`src/rtl/chan_select_reg.sv`:
```
// Registered N-to-1 channel selector with manual select, auto-scan and hold.
// All outputs come straight from flops; reset is synchronous and active-high.
module chan_select_reg #(
  parameter int WIDTH = 8,
  parameter int N     = 4,
  parameter int DWELL = 4,
  localparam int SW   = (N > 1) ? $clog2(N) : 1,
  localparam int CW   = (DWELL > 1) ? $clog2(DWELL) : 1
) (
  input  logic               clk,
  input  logic               reset,
  input  logic [N*WIDTH-1:0] in,
  input  logic [SW-1:0]      select,
  input  logic               auto,
  input  logic               hold,
  output logic [WIDTH-1:0]   out,
  output logic [SW-1:0]      chan,
  output logic               valid
);

  localparam logic [0:0] MANUAL = 1'b0;
  localparam logic [0:0] SCAN   = 1'b1;

  localparam logic [CW-1:0] CNT_LAST = CW'(DWELL - 1);
  localparam logic [SW-1:0] CHAN_LAST = SW'(N - 1);

  logic [0:0]       state;
  logic [CW-1:0]    cnt;
  logic [WIDTH-1:0] ch [N];

  logic             sel_legal;
  logic [WIDTH-1:0] sel_data;
  logic [WIDTH-1:0] cur_data;
  logic [SW-1:0]    nxt_chan;
  logic [WIDTH-1:0] nxt_data;

  for (genvar k = 0; k < N; k++) begin : g_split
    assign ch[k] = in[k*WIDTH +: WIDTH];
  end

  // Explicit compare-and-pick muxes keep out-of-range indices harmless
  // when N is not a power of two.
  always_comb begin
    sel_legal = 1'b0;
    sel_data  = '0;
    cur_data  = '0;
    nxt_data  = '0;
    nxt_chan  = (chan == CHAN_LAST) ? '0 : chan + SW'(1);
    for (int k = 0; k < N; k++) begin
      if (select == SW'(k)) begin
        sel_legal = 1'b1;
        sel_data  = ch[k];
      end
      if (chan == SW'(k)) begin
        cur_data = ch[k];
      end
      if (nxt_chan == SW'(k)) begin
        nxt_data = ch[k];
      end
    end
  end

  always_ff @(posedge clk) begin
    if (reset) begin
      state <= MANUAL;
      cnt   <= '0;
      out   <= '0;
      chan  <= '0;
      valid <= 1'b0;
    end else if (!hold) begin
      if (!auto) begin
        state <= MANUAL;
        cnt   <= '0;
        if (sel_legal) begin
          out   <= sel_data;
          chan  <= select;
          valid <= 1'b1;
        end else begin
          valid <= 1'b0;
        end
      end else if (state == MANUAL) begin
        // Scan always restarts from channel 0; the entry edge is the first dwell edge.
        state <= SCAN;
        cnt   <= '0;
        out   <= ch[0];
        chan  <= '0;
        valid <= 1'b1;
      end else if (cnt == CNT_LAST) begin
        cnt   <= '0;
        out   <= nxt_data;
        chan  <= nxt_chan;
        valid <= 1'b1;
      end else begin
        cnt   <= cnt + CW'(1);
        out   <= cur_data;
        valid <= 1'b1;
      end
    end
  end

endmodule

```
`config.mk`:
```
export PLATFORM = sky130hd
export DESIGN_NAME = chan_select_reg
export DESIGN_NICKNAME = d
export VERILOG_FILES = /design/src/rtl/chan_select_reg.sv
export SDC_FILE = /design/constraint.sdc
export NUM_CORES = 1
export LEC_CHECK = 0
export CAP_MARGIN = 20
export CORE_ASPECT_RATIO = 1.2
export CORE_UTILIZATION = 30
export CTS_BUF_LIST = sky130_fd_sc_hd__clkbuf_2 sky130_fd_sc_hd__clkbuf_4 sky130_fd_sc_hd__clkbuf_8
export CTS_CLUSTER_SIZE = 40
export DETAILED_ROUTE_END_ITERATION = 8
export GPL_ROUTABILITY_DRIVEN = 0
export GPL_TIMING_DRIVEN = 0
export PLACE_DENSITY = 0.62
export SYNTH_ARGS = -nofsm -noshare
export SYNTH_HDL_FRONTEND = slang
export SYNTH_SLANG_ARGS = --single-unit
export TNS_END_PERCENT = 10
```
`constraint.sdc`:
```
create_clock -name clk -period 4.8 [get_ports clk]
set_input_delay 0.48 -clock clk [delete_from_list [all_inputs] [get_ports clk]]
set_output_delay 0.48 -clock clk [all_outputs]
set_load 0.01 [all_outputs]
```
Yosys cells after proc, flatten, opt, wreduce, memory -nomap -nowiden

Cells that the tools add are included.

Flip-flop bits (word level): 14
Bits in latches: 0
Bits in writable memories: 0
Memory bits (read-only): 0
Input bits: 38
Output and inout port bits: 11
Logic and storage cells: 56
Memories kept: 0

Add/subtract/negate cells: 2
$mul: 0
Div/mod/pow operators: 0
$lt $le $gt $ge: 0
Eq/ne operators: 11
Shift-type cells: 0
Multiplexer cells: 31
Bitwise gates (word level): 1
Reductions and logical operators: 6

Operators with widths:

| operator                                               | count |
|---|---|
| two-way mux 8 bit                                      | 16 |
| two-way mux 2 bit                                      | 8 |
| == test 2 bit (second input constant)                  | 7 |
| two-way mux 1 bit                                      | 7 |
| == test 2 x 1 -> 1 bit (second input constant)         | 3 |
| logical NOT 2 bit                                      | 3 |
| adder 2 x 1 -> 2 bit (second input constant)           | 2 |
| inequality test 3 x 2 -> 1 bit (second input constant) | 1 |
| AND reduction 3 bit                                    | 1 |
| AND reduction 2 bit                                    | 1 |
| nonzero test 2 bit                                     | 1 |
| NOT 1 bit                                              | 1 |

Logic depth before layout (Yosys ltp)

Gate-level depths: netlist (run 1).

Depth in word-level cells: 10
Gate-level depth with buffers: 8
Mapped depth without buffers: 6

Worst setup path after synthesis (run 1)

Ideal clock, no wire load.

Path kind: flip-flop to flip-flop
From: reg chan[0]
To: reg out[3]
Setup time: 0.134 ns
Data arrival time: 1.757 ns
Required time: 4.666 ns
Slack: 2.909 ns
Stages on the path, launching flop included: 8
Path buffers: 1
Clock period less this slack: 1.891 ns
Path through: dfxtp_1 > inv_1 > ha_1 > or2_1 > buf_2 > a221o_1 > a221oi_2 > o22ai_1

Cells in the longest elaborated chain, start to end: 10
Elaborated cells on any way between the ends: 21
Classes of those cells: 1 x add/sub; 6 x eq/ne; 12 x mux; 2 x reduce/logical

RTL lines:

| item                                                         | line   | source |
|---|---|---|
| start, declared                                              | 17     | `output logic [SW-1:0] chan,` |
| start signal, assigned                                       | 76     | `chan <= select;` |
| start signal, assigned                                       | 91     | `chan <= nxt_chan;` |
| adder 2 x 1 -> 2 bit / == test 2 bit (equally long branches) | 48, 54 |  |
| two-way mux 2 bit                                            | 48     | `nxt_chan = (chan == CHAN_LAST) ? '0 : chan + SW'(1);` |
| logical NOT 2 bit                                            | 57     | `if (nxt_chan == SW'(k)) begin` |
| two-way mux 8 bit (4 in series)                              | 57     |  |
| two-way mux 8 bit *                                          | 88     | `end else if (cnt == CNT_LAST) begin` |
| two-way mux 8 bit *                                          | 81     | `end else if (state == MANUAL) begin` |
| two-way mux 8 bit *                                          | 71     | `if (!auto) begin` |
| end signal, assigned                                         | 75     | `out <= sel_data;` |
| end signal, assigned                                         | 85     | `out <= ch[0];` |
| end signal, assigned                                         | 90     | `out <= nxt_data;` |
| end, declared                                                | 16     | `output logic [WIDTH-1:0] out,` |

Every way passes the cells marked *; elsewhere a longest branch is shown, timed or not.
A chain may end at the register's enable or synchronous reset.

Final worst setup path (run 1)

From: reg chan[0]
To: reg out[5]

Same word-level chain as after synthesis.

==> results of run 1 <==
## worst max-delay path, cell delays in order (launching register included)
cell      delay (ns)
dfxtp_1         0.47
inv_1           0.13
ha_1            0.26
or2_1           0.22
buf_2           0.17
a221o_1         0.28
a221oi_2        0.28
o22ai_1         0.13
## cell usage after synthesis, types with 2 or more instances
cell and instances:
ha_1 7, nand3_1 8, o221ai_1 3, dfxtp_1 14
o22ai_1 7, inv_1 16, clkbuf_1 7, o21ai_0 10
a221oi_2 5, a21o_1 2, o221a_2 5, a221o_1 11
nor2b_1 3, a31oi_1 2, and3b_1 2, mux4_2 7
a22oi_1 6, buf_2 7, a221oi_1 3, nand2b_1 5
nand2_1 7, nor2_1 9, mux2i_1 2, a21oi_1 18
## cell type report
cell class | instances | area (µm²) | area share
tap | 58 | 72.6 | 0.0349
sequential | 14 | 280 | 0.135
buffer | 15 | 65.1 | 0.0313
inverter | 16 | 60.1 | 0.0289
timing repair buffer | 46 | 460 | 0.221
clock buffer | 4 | 55.1 | 0.0265
multi-input combinational | 135 | 1090 | 0.523
## where the power goes
part           switching (W)  internal, W  total (W)
clock network      0.0000518    0.0000729   0.000125
logic              0.0000663    0.0000781   0.000144
registers         0.00000498     0.000124   0.000129
total               0.000123     0.000275   0.000398
## path summary, 6_finish.rpt
path | slack, ns | start | to
setup / recovery | 2.71 | chan[0] | out[5]
hold / removal | 0.46 | valid | valid
setup reg to reg | 2.71 | chan[0] | out[5]
hold reg to reg | 0.46 | valid | valid
## cell families after synthesis
group	Yosys count	synth area share
simple gates	41	0.146
fa+ha+maj	7	0.0587
flops	14	0.188
mux	10	0.127
compound gates	77	0.397
buf+inv	31	0.0838
## layer usage
layer  part of all wire  vias up
met2               0.48       74
met4             0.0084        0
met5                  0        -
met1               0.44      810
met3              0.064        7
li1                   -      804
## metrics by stage
step	hold WS (ns)	total power, W	cell area, µm²	setup WS [ns]
after floorplan	0.454	0.000205	1490	2.91
after global placement	0.446	0.000274	2030	2.58
after detailed placement	0.446	0.000274	2030	2.53
after CTS	0.455	0.000397	2080	2.72
after global routing	0.480	0.000415	2080	2.59
final	0.455	0.000398	2080	2.71
## state kept, by name, indices dropped and copies added, names as in the netlist
| register | flops |
|---|---|
| out | 8 |
| chan | 2 |
| cnt | 2 |
| state | 1 |
| valid | 1 |
==> metrics.cfg, run 1 <==
[status]
status = finished, final reports clean

[power]
leakage_nw = 0.772
vdd_drop_max_uv = 84.1
power.density_nw_per_um2 = 191

[layout]
layout_common_cells = clkdlybuf4s50_1, a21oi_1, inv_1, dfxtp_1, a221o_1
n_antenna_cell = 0
finalNonFillerCells = 288
area_growth_pct = 39.4
drive_above_1_share = 0.135
nFillCells = 477
final_common_cell = clkdlybuf4s50_1
nets = 276
final_core_util = 0.443

[grt]
gr-usage-all-layers = 0.206
gr-usage-met1 = 0.274
grt_antenna_before_repair = 0
grt_pass1_wl_um = 8340
gr-usage-met3 = 0.0230
top_usage_layer = met2
grt_pass1_vias = 1695
grtUsageMet2 = 0.345
globalRoute.totalOverflow = 0
grt_max_degree = 11

[synth]
synth_largest_area_cell = dfxtp_1
yosysTopAreaCellShare = 0.188
ys_ff_latch = 14
yosysWarnings = 0
synth_nets = 225
synthFlopType = dfxtp_1
ys_seq_area_frac = 0.188
netlist_top_cells_area = dfxtp_1, mux4_2, a221o_1
async_flop_share = 0
synth_edf_count = 0
synth_area_per_cell_um2 = 8.29
synth_cells = 180
synth_cell_type_count = 38
synthesis.area_um2 = 1490

[placement]
dp_hpwl_um = 3720
io_buffers = 46
dpl.cell_count = 284

[clocking]
cts_inserted_buffers = 3
cts_root_buf = clkbuf_8
cts.path.max_buffers = 2
post_cts_buffers = 0
postCtsHoldBufs = 0
cts_tree = done
cts_max_level = 1
clkTransAtPathRegs_ns = 0.07
cts_sinks = 14
cts_resized = 0
insertion_delay_ns = 0.25

[floorplan]
design.die.area_um2 = 5260
die_h_um = 79.3
die-width_um = 66.4
row_count = 27
core_area_um2 = 4700
io_pins = 49
start_util = 0.318

[worst_setup_path]
rr_worst_depth = 7
crit_type = reg -> reg
start_kind = flop
cp.arrival_ns = 2.20
worst-path-max-fanout = 7
cp.required_ns = 4.91
worstSetupEndpointType = flop

[drt]
wirelength_um = 5120
drc = 0
avgRoutedWirePerCell_um = 17.8
drtIter0Drc = 133
dr_total_vias = 1695
via_per_inst = 5.89
dr.pass1.iters = 4
drtAntennaViolNets = 0

[hold_path]
whs_path_depth = 2
min_path_type = reg -> reg

[sta]
period_minus_slack_ns = 2.09
setup_tns_ns = 0
skew_ns = 0.00220
setup_viol_count_final = 0
slew_headroom = 0.620
report.final.slew_viol_count = 0
fin_crit_sh = 0.435
worst-slew-pin-transition_ns = 0.568
maxClockFrequency_ghz = 0.479
timing_hold_violations_final = 0
rsz0062_at_grt = false

[flow_run]
cap_violations = 0

Power figures use the tool's default switching activity.
==> inputs of run 2 (changes only) <==
- clock period: 4.8 -> 2.19 ns (I/O delays scaled with it)
==> run 2 against run 1 <==
Fmax rose by 4.5%. Hold slack is essentially flat. Register-to-register slack got worse by 2.5 ns. Sequential power up 120%. Via count barely moved. Highest routed layer unchanged. Core utilization barely moved. Power increased by 120%. Sequential share of layout area up 0.052 points. Final cell count stayed put. Critical path type unchanged. Combinational power increased by 120%. Wire length barely moved. Clock power rose by 120%.
==> metrics.cfg, run 2 (synthesis gave the netlist of run 1 again) <==
[power]
leakage_nw = 0.773
vdd_drop_max_uv = 185
p_total_w = 0.000872
power.density_nw_per_um2 = 419

[worst_setup_path]
slowest_delay_ns = 0.36
cp.required_ns = 2.30
path_cells = inv_1 > ha_1 > buf_2 > nand2b_1 > o221a_2 > a221oi_2 > o22ai_1
start_kind = flop
worst-path-max-fanout = 10
path_delay_family = compound AO/OA/AOI/OAI gates
crit_type = reg -> reg
cp_slowest_cell = dfxtp_2
worstSetupEndpointType = flop
path_buf_inv = 2
cp.arrival_ns = 2.11

[layout]
n_antenna_cell = 0
top_register = out
final_common_cell = clkdlybuf4s50_1
area_growth_pct = 39.5
largest_reg_flops = 8
drive_above_1_share = 0.139
nFillCells = 476
final_core_util = 0.443
reg_top3 = out (8), chan (2), cnt (2)
nets = 276
layout_common_cells = clkdlybuf4s50_1, a21oi_1, inv_1, dfxtp_1, a221o_1

[clocking]
cts_sinks = 14
cts_root_buf = clkbuf_8
insertion_delay_ns = 0.25
postCtsHoldBufs = 0
cts_tree = done
cts.path.max_buffers = 2
cts_inserted_buffers = 3
cts_max_level = 1
clkTransAtPathRegs_ns = 0.07

[drt]
dr_total_vias = 1694
drtAntennaViolNets = 0
via_per_inst = 5.88
dr.pass1.iters = 4
drc = 0
wirelength_um = 5120
avgRoutedWirePerCell_um = 17.8
drtIter0Drc = 133

[grt]
grt_max_degree = 11
grtUsageMet2 = 0.345
gr-usage-met1 = 0.274
globalRoute.totalOverflow = 0
grt_antenna_before_repair = 0
gr-usage-met3 = 0.0230
gr-usage-all-layers = 0.206
grt_pass1_vias = 1695
grt_pass1_wl_um = 8340
top_usage_layer = met2

[sta]
rsz0062_at_grt = false
period_minus_slack_ns = 2.00
fin_crit_sh = 0.913
setup_ws_ns = 0.191
report.final.slew_viol_count = 0
slew_headroom = 0.620
setup_tns_ns = 0
finalHoldWorstSlack_ns = 0.455
skew_ns = 0.00216
timing_hold_violations_final = 0
worst-slew-pin-transition_ns = 0.568
maxClockFrequency_ghz = 0.500
setup_viol_count_final = 0

[floorplan]
die-width_um = 66.4
design.die.area_um2 = 5260
start_util = 0.318
die_h_um = 79.3
io_pins = 49
core_area_um2 = 4700
row_count = 27

[placement]
pre_cts_slack_ns = 0.132
dp_hpwl_um = 3720
io_buffers = 46

[hold_path]
min_path_type = reg -> reg

[flow_run]
cap_violations = 0

[status]
status = finished, final reports clean

==> run 2: per-layer routing <==
layer	vias up	share of wire
met5	-	0
met4	0	0.0084
met3	7	0.064
met2	74	0.48
met1	809	0.44
li1	804	-
==> run 2: what timing repair did <==
item / 4_1_cts / 5_1_grt
setup buffers: 0 / 0
endpoints found under the setup margin: 0 / 2
resized for setup: 0 / 1
hold endpoints to repair: 0 / 0
==> run 2: power by group <==
part / switching (W) / internal, W / leakage, nW / total [W]
sequential: 0.0000109 / 0.000271 / 0.116 / 0.000282
clock: 0.000114 / 0.000160 / 0.0288 / 0.000273
combinational: 0.000145 / 0.000171 / 0.628 / 0.000316
total: 0.000270 / 0.000602 / 0.773 / 0.000872
==> run 2: final timing paths <==
check	to	start	slack (ns)	depth (start not counted)
worst max-delay path	out[5]	chan[0]	0.19	7
worst min-delay path	valid	valid	0.46	2
worst max register to register	out[5]	chan[0]	0.19	7
worst min register to register	valid	valid	0.46	2
==> run 2: tightest hold or removal path, stage by stage, from the launching register on <==
cell and delay (ns):
dfxtp_1 0.31, inv_1 0.04, a21oi_1 0.05
==> run 2: layout make-up <==
class / count / area, µm² / share of cell area
Buffer: 15 / 65.1 / 0.0312
Sequential cell: 14 / 282 / 0.135
Timing Repair Buffer: 46 / 460 / 0.221
Tap cell: 58 / 72.6 / 0.0349
Multi-Input combinational cell: 135 / 1090 / 0.522
Inverter: 16 / 60.1 / 0.0288
Clock buffer: 4 / 55.1 / 0.0264
==> run 2: per-stage QoR <==
step / area [µm²] / instances
final: 2080 / 288
after global placement: 2030 / 284
after floorplan: 1490 / 180
after detailed placement: 2030 / 284
after global routing: 2080 / 288
after CTS: 2080 / 288
==> inputs of run 3 (changes only) <==
- PLACE_DENSITY: 0.62 -> 0.66
==> run 3 against run 2 <==
Cell area is the same. Wire length up 1.2%. Sequential cell count is the same. Non-clock buffer count unchanged. Via count down 0.53%. Worst setup slack improved by 0.027 ns. Sequential share of layout area is the same. Global-route usage down 0.43 points. Clock power about the same.
==> metrics.cfg, run 3 (synthesis gave the netlist of run 1 again) <==
[hold_path]
whs_endpoint = valid
min_path_type = reg -> reg
hp-start = valid
whs_path_depth = 2

[drt]
dr.pass1.iters = 4
dr_total_vias = 1685
via_per_inst = 5.85
drtIter0Drc = 134
drtAntennaViolNets = 0
wirelength_um = 5180
avgRoutedWirePerCell_um = 18.0
drc = 0

[layout]
top_register = out
nets = 276
area_growth_pct = 39.5
drive_above_1_share = 0.139
nFillCells = 474
layout_common_cells = clkdlybuf4s50_1, a21oi_1, inv_1, dfxtp_1, a221o_1
n_antenna_cell = 0
reg_top3 = out (8), chan (2), cnt (2)
final_common_cell = clkdlybuf4s50_1
multi_input_area_um2 = 1090
regArea_um2 = 282
largest_reg_flops = 8

[sta]
period_minus_slack_ns = 1.97
rsz0062_at_grt = false
setup_ws_ns = 0.218
fin_crit_sh = 0.901
setup_viol_count_final = 0
report.final.slew_viol_count = 0
worst-slew-pin-transition_ns = 0.563
timing_hold_violations_final = 0
maxClockFrequency_ghz = 0.507
slew_headroom = 0.623
finalHoldWorstSlack_ns = 0.449
skew_ns = 0.00195
setup_tns_ns = 0

[clocking]
clkTransAtPathRegs_ns = 0.07
cts_tree = done
insertion_delay_ns = 0.26
cts_max_level = 1
cts_inserted_buffers = 3
cts_root_buf = clkbuf_8
cts_sinks = 14
cts.path.max_buffers = 2
postCtsHoldBufs = 0

[status]
status = finished, final reports clean

[worst_setup_path]
cp.required_ns = 2.31
crit_type = reg -> reg
cp.arrival_ns = 2.09
start_kind = flop
slowest_delay_ns = 0.36
worst-path-max-fanout = 10
cp_slowest_cell = dfxtp_2
rr_worst_depth = 7
worstSetupEndpointType = flop
ff2ff_setup_slack_ns = 0.22
r2r_start = chan[0]
path_cells = inv_1 > ha_1 > buf_2 > nand2b_1 > o221a_2 > a221oi_2 > o22ai_1
timing.rr.end = out[4]

[grt]
globalRoute.totalOverflow = 0
grt_pass1_wl_um = 8050
grt_antenna_before_repair = 0
grt_max_degree = 11
grt_pass1_vias = 1637
gr-usage-all-layers = 0.202

[flow_run]
cap_violations = 0

[placement]
pre_cts_slack_ns = 0.163
dp_hpwl_um = 3720
io_buffers = 46

[floorplan]
die-width_um = 66.4
start_util = 0.318
row_count = 27
core_area_um2 = 4700
die_h_um = 79.3
design.die.area_um2 = 5260
io_pins = 49

[power]
vdd_drop_max_uv = 197
power.density_nw_per_um2 = 420
leakage_nw = 0.773

[run 3: cell counts in the layout (fill, tap and decap cells not counted)]
No cell type changed its count.
[run 3: routing by layer]
layer  part of all wire  track usage  vias to the layer above
li1                   -            -                      807
met1               0.41        0.246                      789
met2               0.50        0.360                       83
met3              0.077       0.0302                        6
met4             0.0087       0.0553                        0
met5                  0            0                        -
[run 3: power by group]
group | leakage [nW] | switching [W] | internal, W | total [W]
Clock | 0.0288 | 0.000115 | 0.000160 | 0.000275
Combinational | 0.628 | 0.000146 | 0.000171 | 0.000318
Sequential | 0.116 | 0.0000101 | 0.000271 | 0.000281
Total | 0.773 | 0.000272 | 0.000602 | 0.000874
[run 3: critical path: cells and delay by family (launching register included)]
| kind | cells | cell delay (ns) |
|---|---|---|
| AOI/OAI and AO/OA | 3 | 0.68 |
| DFF | 1 | 0.36 |
| buffers and inverters | 2 | 0.36 |
| adders and majority gates | 1 | 0.23 |
| and+or+nand+nor | 1 | 0.21 |
[run 3: how the worst max path moves through the flow]
stage | slack (ns) | endpoint | startpoint
3_5_place_dp | 0.16 | out[4] | chan[0]
5_1_grt | 0.09 | out[3] | chan[0]
3_3_place_gp | 0.17 | cnt[1] | hold
4_1_cts | 0.14 | out[4] | chan[0]
6_report | 0.22 | out[4] | chan[0]
2_1_floorplan | 0.30 | out[3] | chan[0]
[run 3: layout make-up]
type | count | area share
Multi-Input combinational cell | 135 | 0.522
Timing Repair Buffer | 46 | 0.221
Sequential cell | 14 | 0.135
Tap cell | 58 | 0.0349
Buffer | 15 | 0.0312
Inverter | 16 | 0.0288
Clock buffer | 4 | 0.0264
[run 3: per-stage QoR]
| stage | power [W] | util | std cells | instance area, µm² |
|---|---|---|---|---|
| after global placement | 0.000600 | 0.431 | 284 | 2030 |
| after floorplan | 0.000450 | - | 180 | 1490 |
| final | 0.000874 | 0.443 | 288 | 2080 |
| after global routing | 0.000910 | 0.443 | 288 | 2080 |
| after detailed placement | 0.000601 | 0.431 | 284 | 2030 |
| after CTS | 0.000874 | 0.443 | 288 | 2080 |
[run 3: timing repair]
item                       CTS  global route
resized for setup            0             1
setup endpoints to repair    0             2
setup buffers                0             0
